### src/rtl/uart_rom_loader.sv
// uart_rom_loader: turns a length-prefixed byte stream into 16-bit instruction
// words and hands each one to the Hack SoC ROM port with an sck/ack handshake.
// Optional feature: define ROM_LOADER_CHECKSUM_EN to expect a trailing
// big-endian 16-bit wrapping sum of all data words after the last word.
module uart_rom_loader #(
  parameter int ACK_TIMEOUT = 1024
) (
  input  logic        clk,
  input  logic        reset,
  input  logic [7:0]  byte_data,
  input  logic        byte_valid,
  output logic        byte_ready,
  output logic        rom_loader_load,
  output logic        rom_loader_sck,
  output logic [15:0] rom_loader_data,
  input  logic        rom_loader_ack,
  output logic        busy,
  output logic        done,
  output logic [15:0] words_loaded,
  output logic        timeout_error,
  output logic        checksum_error
);

  typedef enum logic [3:0] {
    S_IDLE     = 4'd0,
    S_LEN_LO   = 4'd1,
    S_WORD_HI  = 4'd2,
    S_WORD_LO  = 4'd3,
    S_SCK_HIGH = 4'd4,
    S_SCK_LOW  = 4'd5,
    S_DONE     = 4'd6,
    S_ERROR    = 4'd7
`ifdef ROM_LOADER_CHECKSUM_EN
    ,
    S_CSUM_HI  = 4'd8,
    S_CSUM_LO  = 4'd9
`endif
  } state_t;

  // The handshake watchdog fires when it has spent this many cycles waiting.
  localparam logic [31:0] LP_ACK_LAST = 32'(ACK_TIMEOUT - 1);

  state_t      r_state;
  logic [7:0]  r_lenHi;
  logic [15:0] r_len;
  logic [7:0]  r_wordHi;
  logic [15:0] r_data;
  logic        r_sck;
  logic        r_load;
  logic        r_done;
  logic [15:0] r_words;
  logic        r_timeout;
  logic [31:0] r_ackCnt;
  logic        w_ready;
  logic        w_accept;
  logic [15:0] w_word;
  logic [15:0] w_len;

`ifdef ROM_LOADER_CHECKSUM_EN
  logic [15:0] r_sum;
  logic [7:0]  r_csumHi;
  logic        r_csumErr;
`endif

  assign w_accept = byte_valid && w_ready;
  assign w_word   = {r_wordHi, byte_data};
  assign w_len    = {r_lenHi, byte_data};

  // Byte acceptance and busy indication are decoded straight from the state.
  always_comb begin
    w_ready = 1'b0;
    busy    = 1'b1;
    case (r_state)
      S_IDLE, S_LEN_LO, S_WORD_HI, S_WORD_LO: w_ready = 1'b1;
`ifdef ROM_LOADER_CHECKSUM_EN
      S_CSUM_HI, S_CSUM_LO:                   w_ready = 1'b1;
`endif
      default:                                w_ready = 1'b0;
    endcase
    if (r_state == S_IDLE || r_state == S_DONE || r_state == S_ERROR) begin
      busy = 1'b0;
    end
  end

  // Session sequencer: header parse, word assembly, handshake, trailer, errors.
  always_ff @(posedge clk) begin
    if (reset) begin
      r_state   <= S_IDLE;
      r_lenHi   <= 8'd0;
      r_len     <= 16'd0;
      r_wordHi  <= 8'd0;
      r_data    <= 16'd0;
      r_sck     <= 1'b0;
      r_load    <= 1'b0;
      r_done    <= 1'b0;
      r_words   <= 16'd0;
      r_timeout <= 1'b0;
      r_ackCnt  <= 32'd0;
`ifdef ROM_LOADER_CHECKSUM_EN
      r_sum     <= 16'd0;
      r_csumHi  <= 8'd0;
      r_csumErr <= 1'b0;
`endif
    end else begin
      r_done <= 1'b0;
      case (r_state)
        S_IDLE: begin
          if (w_accept) begin
            r_lenHi <= byte_data;
            r_words <= 16'd0;
`ifdef ROM_LOADER_CHECKSUM_EN
            r_sum   <= 16'd0;
`endif
            r_state <= S_LEN_LO;
          end
        end
        S_LEN_LO: begin
          if (w_accept) begin
            r_len <= w_len;
            if (w_len == 16'd0) begin
`ifdef ROM_LOADER_CHECKSUM_EN
              r_state <= S_CSUM_HI;
`else
              r_done  <= 1'b1;
              r_state <= S_DONE;
`endif
            end else begin
              r_load  <= 1'b1;
              r_state <= S_WORD_HI;
            end
          end
        end
        S_WORD_HI: begin
          if (w_accept) begin
            r_wordHi <= byte_data;
            r_state  <= S_WORD_LO;
          end
        end
        S_WORD_LO: begin
          if (w_accept) begin
            r_data   <= w_word;
            r_sck    <= 1'b1;
            r_ackCnt <= 32'd0;
`ifdef ROM_LOADER_CHECKSUM_EN
            r_sum    <= r_sum + w_word;
`endif
            r_state  <= S_SCK_HIGH;
          end
        end
        S_SCK_HIGH: begin
          if (rom_loader_ack) begin
            r_sck    <= 1'b0;
            r_words  <= r_words + 16'd1;
            r_ackCnt <= 32'd0;
            r_state  <= S_SCK_LOW;
          end else if (r_ackCnt == LP_ACK_LAST) begin
            r_timeout <= 1'b1;
            r_sck     <= 1'b0;
            r_load    <= 1'b0;
            r_state   <= S_ERROR;
          end else begin
            r_ackCnt <= r_ackCnt + 32'd1;
          end
        end
        S_SCK_LOW: begin
          if (!rom_loader_ack) begin
            r_ackCnt <= 32'd0;
            if (r_words == r_len) begin
              r_load <= 1'b0;
`ifdef ROM_LOADER_CHECKSUM_EN
              r_state <= S_CSUM_HI;
`else
              r_done  <= 1'b1;
              r_state <= S_DONE;
`endif
            end else begin
              r_state <= S_WORD_HI;
            end
          end else if (r_ackCnt == LP_ACK_LAST) begin
            r_timeout <= 1'b1;
            r_sck     <= 1'b0;
            r_load    <= 1'b0;
            r_state   <= S_ERROR;
          end else begin
            r_ackCnt <= r_ackCnt + 32'd1;
          end
        end
`ifdef ROM_LOADER_CHECKSUM_EN
        S_CSUM_HI: begin
          if (w_accept) begin
            r_csumHi <= byte_data;
            r_state  <= S_CSUM_LO;
          end
        end
        S_CSUM_LO: begin
          if (w_accept) begin
            if ({r_csumHi, byte_data} == r_sum) begin
              r_done  <= 1'b1;
              r_state <= S_DONE;
            end else begin
              r_csumErr <= 1'b1;
              r_state   <= S_ERROR;
            end
          end
        end
`endif
        S_DONE: begin
          r_state <= S_IDLE;
        end
        S_ERROR: begin
          r_load <= 1'b0;
          r_sck  <= 1'b0;
        end
        default: begin
          r_state <= S_IDLE;
        end
      endcase
    end
  end

  assign byte_ready      = w_ready;
  assign rom_loader_load = r_load;
  assign rom_loader_sck  = r_sck;
  assign rom_loader_data = r_data;
  assign done            = r_done;
  assign words_loaded    = r_words;
  assign timeout_error   = r_timeout;
`ifdef ROM_LOADER_CHECKSUM_EN
  assign checksum_error  = r_csumErr;
`else
  assign checksum_error  = 1'b0;
`endif

endmodule

### config.mk
export PLATFORM = sky130hd
export DESIGN_NAME = uart_rom_loader
export DESIGN_NICKNAME = d
export VERILOG_FILES = /design/src/rtl/uart_rom_loader.sv
export SDC_FILE = /design/constraint.sdc
export NUM_CORES = 1
export LEC_CHECK = 0
export ABC_AREA = 1
export BUFFER_PORTS_ARGS = -buffer_cell sky130_fd_sc_hd__clkbuf_2
export CAP_MARGIN = 30
export CELL_PAD_IN_SITES_DETAIL_PLACEMENT = 0
export CELL_PAD_IN_SITES_GLOBAL_PLACEMENT = 1
export CORE_MARGIN = 3
export CORE_UTILIZATION = 42
export DETAILED_ROUTE_END_ITERATION = 12
export GPL_ROUTABILITY_DRIVEN = 0
export PLACE_DENSITY_LB_ADDON = 0.15
export RECOVER_POWER = 50
export SYNTH_ARGS = -nofsm -noshare
export SYNTH_HDL_FRONTEND = slang
export SYNTH_SLANG_ARGS = --single-unit
### constraint.sdc
create_clock -name clk -period 2.45 [get_ports clk]
set_input_delay 0.49 -clock clk [delete_from_list [all_inputs] [get_ports clk]]
set_output_delay 0.49 -clock clk [all_outputs]
set_load 0.02 [all_outputs]
==> impl_metrics.env, run 1 <==
export IMPL_root_buffer="clkbuf_16"
export IMPL_critPathKind="reg -> reg"
export IMPL_firstDrtPassIters=5
export IMPL_cts_max_level=3
export IMPL_yosysWarnings=0
export IMPL_r2r_start="r_ackCnt[0]$_SDFFE_PP0P_"
export IMPL_power_frac_seq_pct=50.6
export IMPL_seq_area_mm2=0.00208
export IMPL_ys_types=40
export IMPL_fin_nets=930
export IMPL_die_w_um=121
export IMPL_rr_endpoint="r_ackCnt[20]$_SDFFE_PP0P_"
export IMPL_routedWlPerCell_um=13.3
export IMPL_skew_ns=0.0118
export IMPL_first_iter_violations=356
export IMPL_antenna_found_initial=0
export IMPL_cts_tree="done"
export IMPL_min_period_over_period_pct=86.4
export IMPL_post_route_util_pct=48.5
export IMPL_fin_setup_tns_ns=0
export IMPL_dp_slack_ns=0.338
export IMPL_clock_latency_ns=0.36
export IMPL_drc=0
export IMPL_core_rowCount=41
export IMPL_synth_most_common_cell="nand2_1"
export IMPL_ys_ff_latch=104
export IMPL_dp_hpwl_um=10900
export IMPL_grt_pass1_wl_um=24100
export IMPL_rr_worst_depth=12
export IMPL_slowest_stage="dfxtp_1"
export IMPL_dp_cells=1077
export IMPL_antenna_cells=0
export IMPL_post_cts_buffers=0
export IMPL_synth_edff_count=0
export IMPL_core_mm2=0.0127
export IMPL_holdPathEnd="rom_loader_data[9]$_SDFFE_PP0P_"
export IMPL_synthTopCellsByArea="dfxtp_1, nand2_1, nor2_1"
export IMPL_hold_start="rom_loader_data[9]$_SDFFE_PP0P_"
export IMPL_grt_pass1_vias=4865
export IMPL_slew_violations=0
export IMPL_holdCritPathClass="reg -> reg"
export IMPL_pwr_share_clk_pct=43.5
export IMPL_powerDensity_mw_per_mm2=554
export IMPL_clk_path_buf_depth=2
export IMPL_avgSynthCellArea_um2=6.35
export IMPL_fin_area_mm2=0.00617
export IMPL_pin_count=51
export IMPL_vias_per_cell=4.95
export IMPL_layout_setup_ws_ns=0.334
export IMPL_p_leak_nw=2.47
export IMPL_multi_input_area_mm2=0.00291
export IMPL_switching_share_pct=24.7
export IMPL_hold_violations=0
export IMPL_syn_cell_area_mm2=0.00553
export IMPL_hold_depth=2
export IMPL_status="complete, no violations"
export IMPL_drive_above_1_share_pct=7.06
export IMPL_p_comb_share_pct=5.8
export IMPL_fill_cells=1389
export IMPL_cp_arrival_ns=2.36
export IMPL_worstPathRequired_ns=2.70
export IMPL_gr_total_overflow=0
export IMPL_drt_wl_total_um=14500
export IMPL_place_area_mm2=0.00593
export IMPL_synth_commonest_cells="nand2_1, nor2_1, dfxtp_1, inv_1, a21oi_1"
export IMPL_track_usage_pct=20.5
export IMPL_crit_chain="ha_1 -> inv_1 -> nor2_2 -> nand2_2 -> nor2_2 -> nand2_2 -> nand2_2 -> nor2_1 -> nand2_1 -> nand2_1 -> nand2_1 -> nor2_1"
export IMPL_peakVddDrop_mv=0.248
export IMPL_cp_max_fo=14
export IMPL_grt_max_degree=35
export IMPL_clk_pin_slew_worst_paths_ns=0.07
export IMPL_synth_top_cell_area_share_pct=37.7
export IMPL_setup_viol=0
export IMPL_synth_main_ff_cell="dfxtp_1"
export IMPL_cts_resized=0
export IMPL_cp_start_kind="register"
export IMPL_crit_path_end_kind="register"
export IMPL_max_stage_delay_ns=0.40
export IMPL_ys_seq_area_share_pct=37.7
export IMPL_r2r_setup_slack_ns=0.33
export IMPL_ant_nets=0
export IMPL_cts_hold_buf=0
export IMPL_via_count=5412
export IMPL_slew_headroom_pct=65.2
export IMPL_cts_sinks=104
export IMPL_max_freq_mhz=473
export IMPL_final_cell_count_no_fill=1093
export IMPL_p_int_mw=2.57
export IMPL_tightest_slew_ns=0.522
export IMPL_min_period_ns=2.12
export IMPL_start_util_pct=43.4
export IMPL_async_reset_ff_share_pct=0
export IMPL_port_buffers=49
export IMPL_timing_hold_ws_ns=0.460
export IMPL_area_delta_synth_final_pct=11.6
export IMPL_power_mw=3.42
export IMPL_p_switching_uw=845
export IMPL_cts_buffers=9
export IMPL_synth_largest_area_cell="dfxtp_1"
export IMPL_syn_inst=871
export IMPL_chipHeight_um=121
export IMPL_dieArea_mm2=0.0146
export IMPL_rsz0062_at_grt="no"
export IMPL_drv_cap=0
## per-layer routing
| metal | part of all wire (%) | up-vias | wire length, um | track usage (%) |
|---|---|---|---|---|
| li1 | - | 2868 | - | - |
| met1 | 54 | 2427 | 7860 | 32.1 |
| met2 | 41 | 106 | 5880 | 28.9 |
| met3 | 3.9 | 11 | 569 | 2.39 |
| met4 | 1.4 | 0 | 209 | 6.87 |
| met5 | 0 | - | 0 | 0 |
## worst max-delay path: cells and delay by family (launching register included)
family / cells / cell delay [ns]
and+or+nand+nor: 10 / 1.31
adders and majority gates: 1 / 0.19
DFF: 1 / 0.40
buffers and inverters: 1 / 0.09
## cell type report
class | instances | area share, %
multi-input cells | 636 | 47.1
clock inverters | 7 | 1.26
well taps | 172 | 3.49
clock buffers | 9 | 3.65
flip-flops and latches | 104 | 33.8
repair buffers | 57 | 4.14
inverters | 108 | 6.57
## state kept, by name, indices dropped and copies added (netlist names)
name	flops
done	1
r_ackCnt	32
r_len	16
r_lenHi	8
r_state	4
r_wordHi	8
rom_loader_data	16
rom_loader_load	1
rom_loader_sck	1
timeout_error	1
words_loaded	16
## power groups by stage
| stage | logic [mW] | clock network (mW) | registers, mW |
|---|---|---|---|
| 3_3_place_gp | 0.199 | 0 | 1.77 |
| 6_report | 0.199 | 1.49 | 1.73 |
| 5_1_grt | 0.226 | 1.61 | 1.73 |
| 3_5_place_dp | 0.202 | 0 | 1.77 |
| 2_1_floorplan | 0.138 | 0 | 1.77 |
| 4_1_cts | 0.202 | 1.53 | 1.73 |
## how the worst max path moves through the flow
| stage | endpoint | startpoint | cells past startpoint |
|---|---|---|---|
| 2_1_floorplan | r_ackCnt[14]$_SDFFE_PP0P_ | r_ackCnt[0]$_SDFFE_PP0P_ | 11 |
| 3_3_place_gp | r_ackCnt[16]$_SDFFE_PP0P_ | rom_loader_ack | 7 |
| 3_5_place_dp | r_ackCnt[16]$_SDFFE_PP0P_ | rom_loader_ack | 7 |
| 4_1_cts | r_ackCnt[20]$_SDFFE_PP0P_ | r_ackCnt[0]$_SDFFE_PP0P_ | 12 |
| 5_1_grt | r_ackCnt[20]$_SDFFE_PP0P_ | r_ackCnt[0]$_SDFFE_PP0P_ | 12 |
| 6_report | r_ackCnt[20]$_SDFFE_PP0P_ | r_ackCnt[0]$_SDFFE_PP0P_ | 12 |
## cells by family (layout without fill, tap and decap cells)
kind of cell	Yosys count	count (layout)	share of synthesized area, %
adders and majority gates	2	2	0.453
xor gates and xnor gates	5	5	0.792
AOI/OAI and AO/OA	128	128	12.3
DFF	104	104	37.7
and+or+nand+nor	499	499	39.1
buffers and inverters	132	181	9.60
other	1	2	0.0679
## placed cells by master, fill, tap and decap left out, types with 3 or more instances in the layout
cell       Yosys  final
xor2_1         4      4
dfxtp_1      104    104
clkbuf_1      15     38
inv_2          6      5
nor2_2         5      5
nand4_1       25     25
nor2_1       131    132
nand3b_1       3      3
buf_4          3      7
a21oi_1       78     78
o21ai_1        7      7
nor2_4         5      4
nand3_1       58     59
nand2_1      240    240
nor3_1        15     15
clkbuf_16      0      9
inv_1        102    103
nand2_2        9      9
clkbuf_2       0     12
o21ai_0       32     32
(Power assumes the default switching activity.)
==> inputs of run 2 (changes only) <==
==> constraint.sdc (replaced) <==
create_clock -name clk -period 2.2 [get_ports clk]
set_input_delay 0.44 -clock clk [delete_from_list [all_inputs] [get_ports clk]]
set_output_delay 0.44 -clock clk [all_outputs]
set_load 0.02 [all_outputs]
==> run 2 against run 1 <==
  * Global-route usage is 0.24 points higher
  * Critical endpoint is now r_state[0]$_SDFFE_PP0P_
  * Register-to-register slack got worse by 0.09 ns
  * Clock power grew 5%
  * Via count up 2.3%
  * Hold slack got worse by 0.066 ns
  * Count of clock-buffer cells in the layout unchanged
  * Die area is the same
==> impl_metrics.env, run 2 (synthesis results as in run 1) <==
export IMPL_timing_hold_ws_ns=0.394
export IMPL_min_period_over_period_pct=88.9
export IMPL_clock_latency_ns=0.36
export IMPL_first_iter_violations=411
export IMPL_chipHeight_um=121
export IMPL_crit_path_end_kind="register"
export IMPL_hold_violations=0
export IMPL_die_w_um=121
export IMPL_powerDensity_mw_per_mm2=599
export IMPL_min_period_ns=1.96
export IMPL_final_cell_count_no_fill=1100
export IMPL_slowest_stage="dfxtp_1"
export IMPL_dp_hpwl_um=11000
export IMPL_skew_ns=0.00779
export IMPL_setup_viol=0
export IMPL_antenna_found_initial=0
export IMPL_vias_per_cell=5.03
export IMPL_p_leak_nw=2.47
export IMPL_port_buffers=49
export IMPL_dp_slack_ns=0.177
export IMPL_grt_max_degree=35
export IMPL_cp_arrival_ns=2.24
export IMPL_core_mm2=0.0127
export IMPL_cts_tree="done"
export IMPL_crit_chain="ha_1 -> inv_1 -> nor2_2 -> nand2_2 -> nor2_2 -> nand2_2 -> buf_4 -> nand2_1 -> nand2_1 -> nand2_1 -> nand2_1 -> a21oi_1"
export IMPL_holdCritPathClass="in -> reg"
export IMPL_max_freq_mhz=511
export IMPL_tightest_slew_ns=0.551
export IMPL_drv_cap=0
export IMPL_fin_nets=937
export IMPL_clk_pin_slew_worst_paths_ns=0.08
export IMPL_cp_max_fo=7
export IMPL_place_area_mm2=0.00598
export IMPL_pin_count=51
export IMPL_fin_area_mm2=0.00620
export IMPL_root_buffer="clkbuf_16"
export IMPL_track_usage_pct=20.8
export IMPL_largest_reg_flops=32
export IMPL_cts_buffers=9
export IMPL_fill_cells=1404
export IMPL_grt_pass1_vias=4954
export IMPL_path_common_cell="nand2_1"
export IMPL_grt_pass1_wl_um=24400
export IMPL_gr_total_overflow=0
export IMPL_rsz0062_at_grt="no"
export IMPL_fin_setup_tns_ns=0
export IMPL_drive_above_1_share_pct=7.76
export IMPL_firstDrtPassIters=5
export IMPL_cp_start_kind="register"
export IMPL_layout_setup_ws_ns=0.244
export IMPL_start_util_pct=43.4
export IMPL_post_route_util_pct=48.7
export IMPL_peakVddDrop_mv=0.433
export IMPL_slew_headroom_pct=63.2
export IMPL_mostFrequentLayoutCell="nand2_1"
export IMPL_drc=0
export IMPL_area_delta_synth_final_pct=12.2
export IMPL_max_stage_delay_ns=0.41
export IMPL_core_rowCount=41
export IMPL_ant_nets=0
export IMPL_drt_wl_total_um=14700
export IMPL_post_cts_buffers=0
export IMPL_dieArea_mm2=0.0146
export IMPL_slew_violations=0
export IMPL_dp_cells=1084
export IMPL_power_mw=3.72
export IMPL_antenna_cells=0
export IMPL_via_count=5534
export IMPL_worstPathRequired_ns=2.49
export IMPL_cts_max_level=3
export IMPL_routedWlPerCell_um=13.4
export IMPL_critPathKind="reg -> reg"
export IMPL_top_register="r_ackCnt"
export IMPL_status="complete, no violations"
export IMPL_mostFrequentLayoutCells="nand2_1, nor2_1, dfxtp_1, inv_1, a21oi_1"
export IMPL_clk_path_buf_depth=2
export IMPL_cts_sinks=104
==> run 2: final timing paths <==
kind / from / slack, ns / endpoint / depth (start not counted)
max: r_ackCnt[0]$_SDFFE_PP0P_ / 0.24 / r_state[0]$_SDFFE_PP0P_ / 12
min: byte_valid / 0.39 / r_len[10]$_SDFFE_PP0P_ / 3
max reg2reg: r_ackCnt[0]$_SDFFE_PP0P_ / 0.24 / r_state[0]$_SDFFE_PP0P_ / 12
min reg2reg: rom_loader_data[14]$_SDFFE_PP0P_ / 0.46 / rom_loader_data[14]$_SDFFE_PP0P_ / 2
==> run 2: layout make-up <==
class                   instances  area, um^2  area share (%)
repair buffers                 64         309            4.98
clock inverters                 7        53.8           0.868
well taps                     172         215            3.47
clock buffers                   9         225            3.63
multi-input cells             636        2910            46.9
flip-flops and latches        104        2080            33.6
inverters                     108         405            6.54
==> run 2: worst max-delay path, delay by kind of cell, from the launching register on <==
kind	cells	cell delay (ns)
adder cells (fa/ha/maj)	1	0.20
AO/OA/AOI/OAI	1	0.14
AND/OR/NAND/NOR	8	0.84
buffers and inverters	2	0.29
flip-flops	1	0.41
==> run 2: per-layer routing <==
layer | up-vias | routed length [um] | global-route usage [%]
met5 | - | 0 | 0
met4 | 0 | 138 | 4.60
met3 | 12 | 843 | 4.82
met2 | 136 | 6030 | 28.9
met1 | 2501 | 7700 | 32.2
li1 | 2885 | - | -
==> run 2: where the power goes <==
group / internal, mW / switching, mW
Clock: 0.776 / 0.781
Sequential: 1.91 / 0.0207
Combinational: 0.0678 / 0.163
Total: 2.75 / 0.964
==> run 2: what timing repair did <==
item / in CTS / in global routing
hold buffers: 0 / 0
resized for setup: 0 / 1
endpoints found under the setup margin: 0 / 7
==> inputs of run 3 (changes only) <==
--- a/config.mk
+++ b/config.mk
@@ -6,16 +6,18 @@
 export NUM_CORES = 1
 export LEC_CHECK = 0
 export ABC_AREA = 1
-export BUFFER_PORTS_ARGS = -buffer_cell sky130_fd_sc_hd__clkbuf_2
 export CAP_MARGIN = 30
 export CELL_PAD_IN_SITES_DETAIL_PLACEMENT = 0
 export CELL_PAD_IN_SITES_GLOBAL_PLACEMENT = 1
 export CORE_MARGIN = 3
-export CORE_UTILIZATION = 42
+export CORE_UTILIZATION = 45
 export DETAILED_ROUTE_END_ITERATION = 12
+export DONT_BUFFER_PORTS = 1
 export GPL_ROUTABILITY_DRIVEN = 0
 export PLACE_DENSITY_LB_ADDON = 0.15
 export RECOVER_POWER = 50
+export SLEW_MARGIN = 10
 export SYNTH_ARGS = -nofsm -noshare
 export SYNTH_HDL_FRONTEND = slang
 export SYNTH_SLANG_ARGS = --single-unit
+export TNS_END_PERCENT = 5
==> run 3 against run 2 <==
  * Final area shrank 3.4%
  * Hold slack worse by 0.25 ns
  * Non-clock buffer count shrank 49
  * Routed wire length fell by 2.1%
  * Sequential power about the same
  * Final cell count down 7.1%
  * Critical endpoint is now r_len[7]$_SDFFE_PP0P_
  * Highest routed layer unchanged
==> impl_metrics.env, run 3 (synthesis results as in run 1) <==
export IMPL_setup_viol=0
export IMPL_slew_headroom_pct=57.9
export IMPL_drt_wl_total_um=14400
export IMPL_antenna_cells=0
export IMPL_chipHeight_um=117
export IMPL_dp_slack_ns=0.171
export IMPL_dieArea_mm2=0.0136
export IMPL_mostFrequentLayoutCells="nand2_1, nor2_1, dfxtp_1, inv_1, a21oi_1"
export IMPL_mostFrequentLayoutCell="nand2_1"
export IMPL_cts_hold_buf=0
export IMPL_dp_cells=1006
export IMPL_core_rowCount=39
export IMPL_via_count=5384
export IMPL_startpoint="r_state[3]$_SDFFE_PP0P_"
export IMPL_die_w_um=117
export IMPL_status="complete, no violations"
export IMPL_post_route_util_pct=51.2
export IMPL_endpoint="r_len[7]$_SDFFE_PP0P_"
export IMPL_peakVddDrop_mv=0.569
export IMPL_core_mm2=0.0117
export IMPL_ant_nets=0
export IMPL_fill_cells=1224
export IMPL_cp_arrival_ns=2.25
export IMPL_r2r_setup_slack_ns=0.17
export IMPL_cp_max_fo=32
export IMPL_p_leak_nw=2.40
export IMPL_power_mw=3.79
export IMPL_tightest_slew_ns=0.632
export IMPL_powerDensity_mw_per_mm2=633
export IMPL_area_delta_synth_final_pct=8.40
export IMPL_firstDrtPassIters=5
export IMPL_routedWlPerCell_um=14.1
export IMPL_rr_worst_depth=7
export IMPL_cp_start_kind="register"
export IMPL_top_register="r_ackCnt"
export IMPL_r2r_start="r_state[3]$_SDFFE_PP0P_"
export IMPL_hold_violations=0
export IMPL_rsz0062_at_grt="no"
export IMPL_grt_pass1_wl_um=24100
export IMPL_fin_setup_tns_ns=0
export IMPL_fin_area_mm2=0.00599
export IMPL_root_buffer="clkbuf_16"
export IMPL_drv_cap=0
export IMPL_slew_violations=0
export IMPL_largest_reg_flops=32
export IMPL_critPathKind="reg -> reg"
export IMPL_layout_setup_ws_ns=0.172
export IMPL_skew_ns=0.00855
export IMPL_first_iter_violations=518
export IMPL_final_cell_count_no_fill=1022
export IMPL_drive_above_1_share_pct=6.48
export IMPL_worstPathRequired_ns=2.42
export IMPL_gr_total_overflow=0
export IMPL_dp_hpwl_um=10700
export IMPL_grt_pass1_vias=4990
export IMPL_crit_path_end_kind="register"
export IMPL_port_buffers=0
export IMPL_cts_sinks=104
export IMPL_vias_per_cell=5.27
export IMPL_drc=0
export IMPL_min_period_over_period_pct=92.2
export IMPL_min_period_ns=2.03
export IMPL_max_freq_mhz=493
export IMPL_holdCritPathClass="in -> reg"
export IMPL_track_usage_pct=22.2
export IMPL_cts_tree="done"
export IMPL_fin_nets=888
export IMPL_start_util_pct=47.2
export IMPL_pin_count=51
export IMPL_rr_endpoint="r_len[7]$_SDFFE_PP0P_"
export IMPL_clk_path_buf_depth=2
export IMPL_cts_buffers=9
export IMPL_clock_latency_ns=0.36
export IMPL_cts_max_level=3
export IMPL_antenna_found_initial=0
export IMPL_place_area_mm2=0.00570
export IMPL_grt_max_degree=36
export IMPL_clk_pin_slew_worst_paths_ns=0.07
export IMPL_timing_hold_ws_ns=0.139
export IMPL_multi_input_area_mm2=0.00292
export IMPL_seq_area_mm2=0.00208
[run 3: where the power goes]
group	total, mW	leakage (nW)	switching (mW)	internal (mW)
Sequential	1.93	0.840	0.0214	1.91
Combinational	0.177	1.40	0.123	0.0543
Clock	1.69	0.153	0.782	0.905
[run 3: repair_timing]
action / CTS / global route
setup buffers: 0 / 0
endpoints found under the setup margin: 0 / 9
resized for setup: 0 / 2
[run 3: worst min path at each step]
stage                                        from  cells past startpoint                              end  slack (ns)
after floorplan           r_lenHi[1]$_SDFFE_PP0P_                      2          r_lenHi[1]$_SDFFE_PP0P_        0.43
after global placement    r_lenHi[1]$_SDFFE_PP0P_                      2          r_lenHi[1]$_SDFFE_PP0P_        0.45
after detailed placement  r_lenHi[4]$_SDFFE_PP0P_                      2          r_lenHi[4]$_SDFFE_PP0P_        0.45
after CTS                                   reset                      1  rom_loader_data[0]$_SDFFE_PP0P_        0.13
after global routing                        reset                      1  rom_loader_data[0]$_SDFFE_PP0P_        0.12
final                                       reset                      1  rom_loader_data[0]$_SDFFE_PP0P_        0.14
[run 3: final cells by class]
| type | count | area share [%] |
|---|---|---|
| clock buffer | 9 | 3.76 |
| tap | 143 | 2.99 |
| timing repair buffer | 15 | 1.52 |
| clock inverter | 7 | 1.42 |
| inverter | 108 | 6.77 |
| multi-input combinational | 636 | 48.8 |
| sequential | 104 | 34.8 |
[run 3: worst max-delay path: stages (launching register included)]
cell and delay [ns]:
dfxtp_1 0.33, nor2_4 0.26, inv_1 0.10, nor2_1 0.17, nand2_1 0.07, clkbuf_2 0.40
o21ai_0 0.49, a21oi_1 0.07
[run 3: metal layers]
metal,share of wire [%],vias to the layer above,global-route usage (%)
li1,-,2794,-
met1,51,2459,32.7
met2,42,122,32.2
met3,6.4,9,6.43
met4,0.74,0,4.59
met5,0,-,0
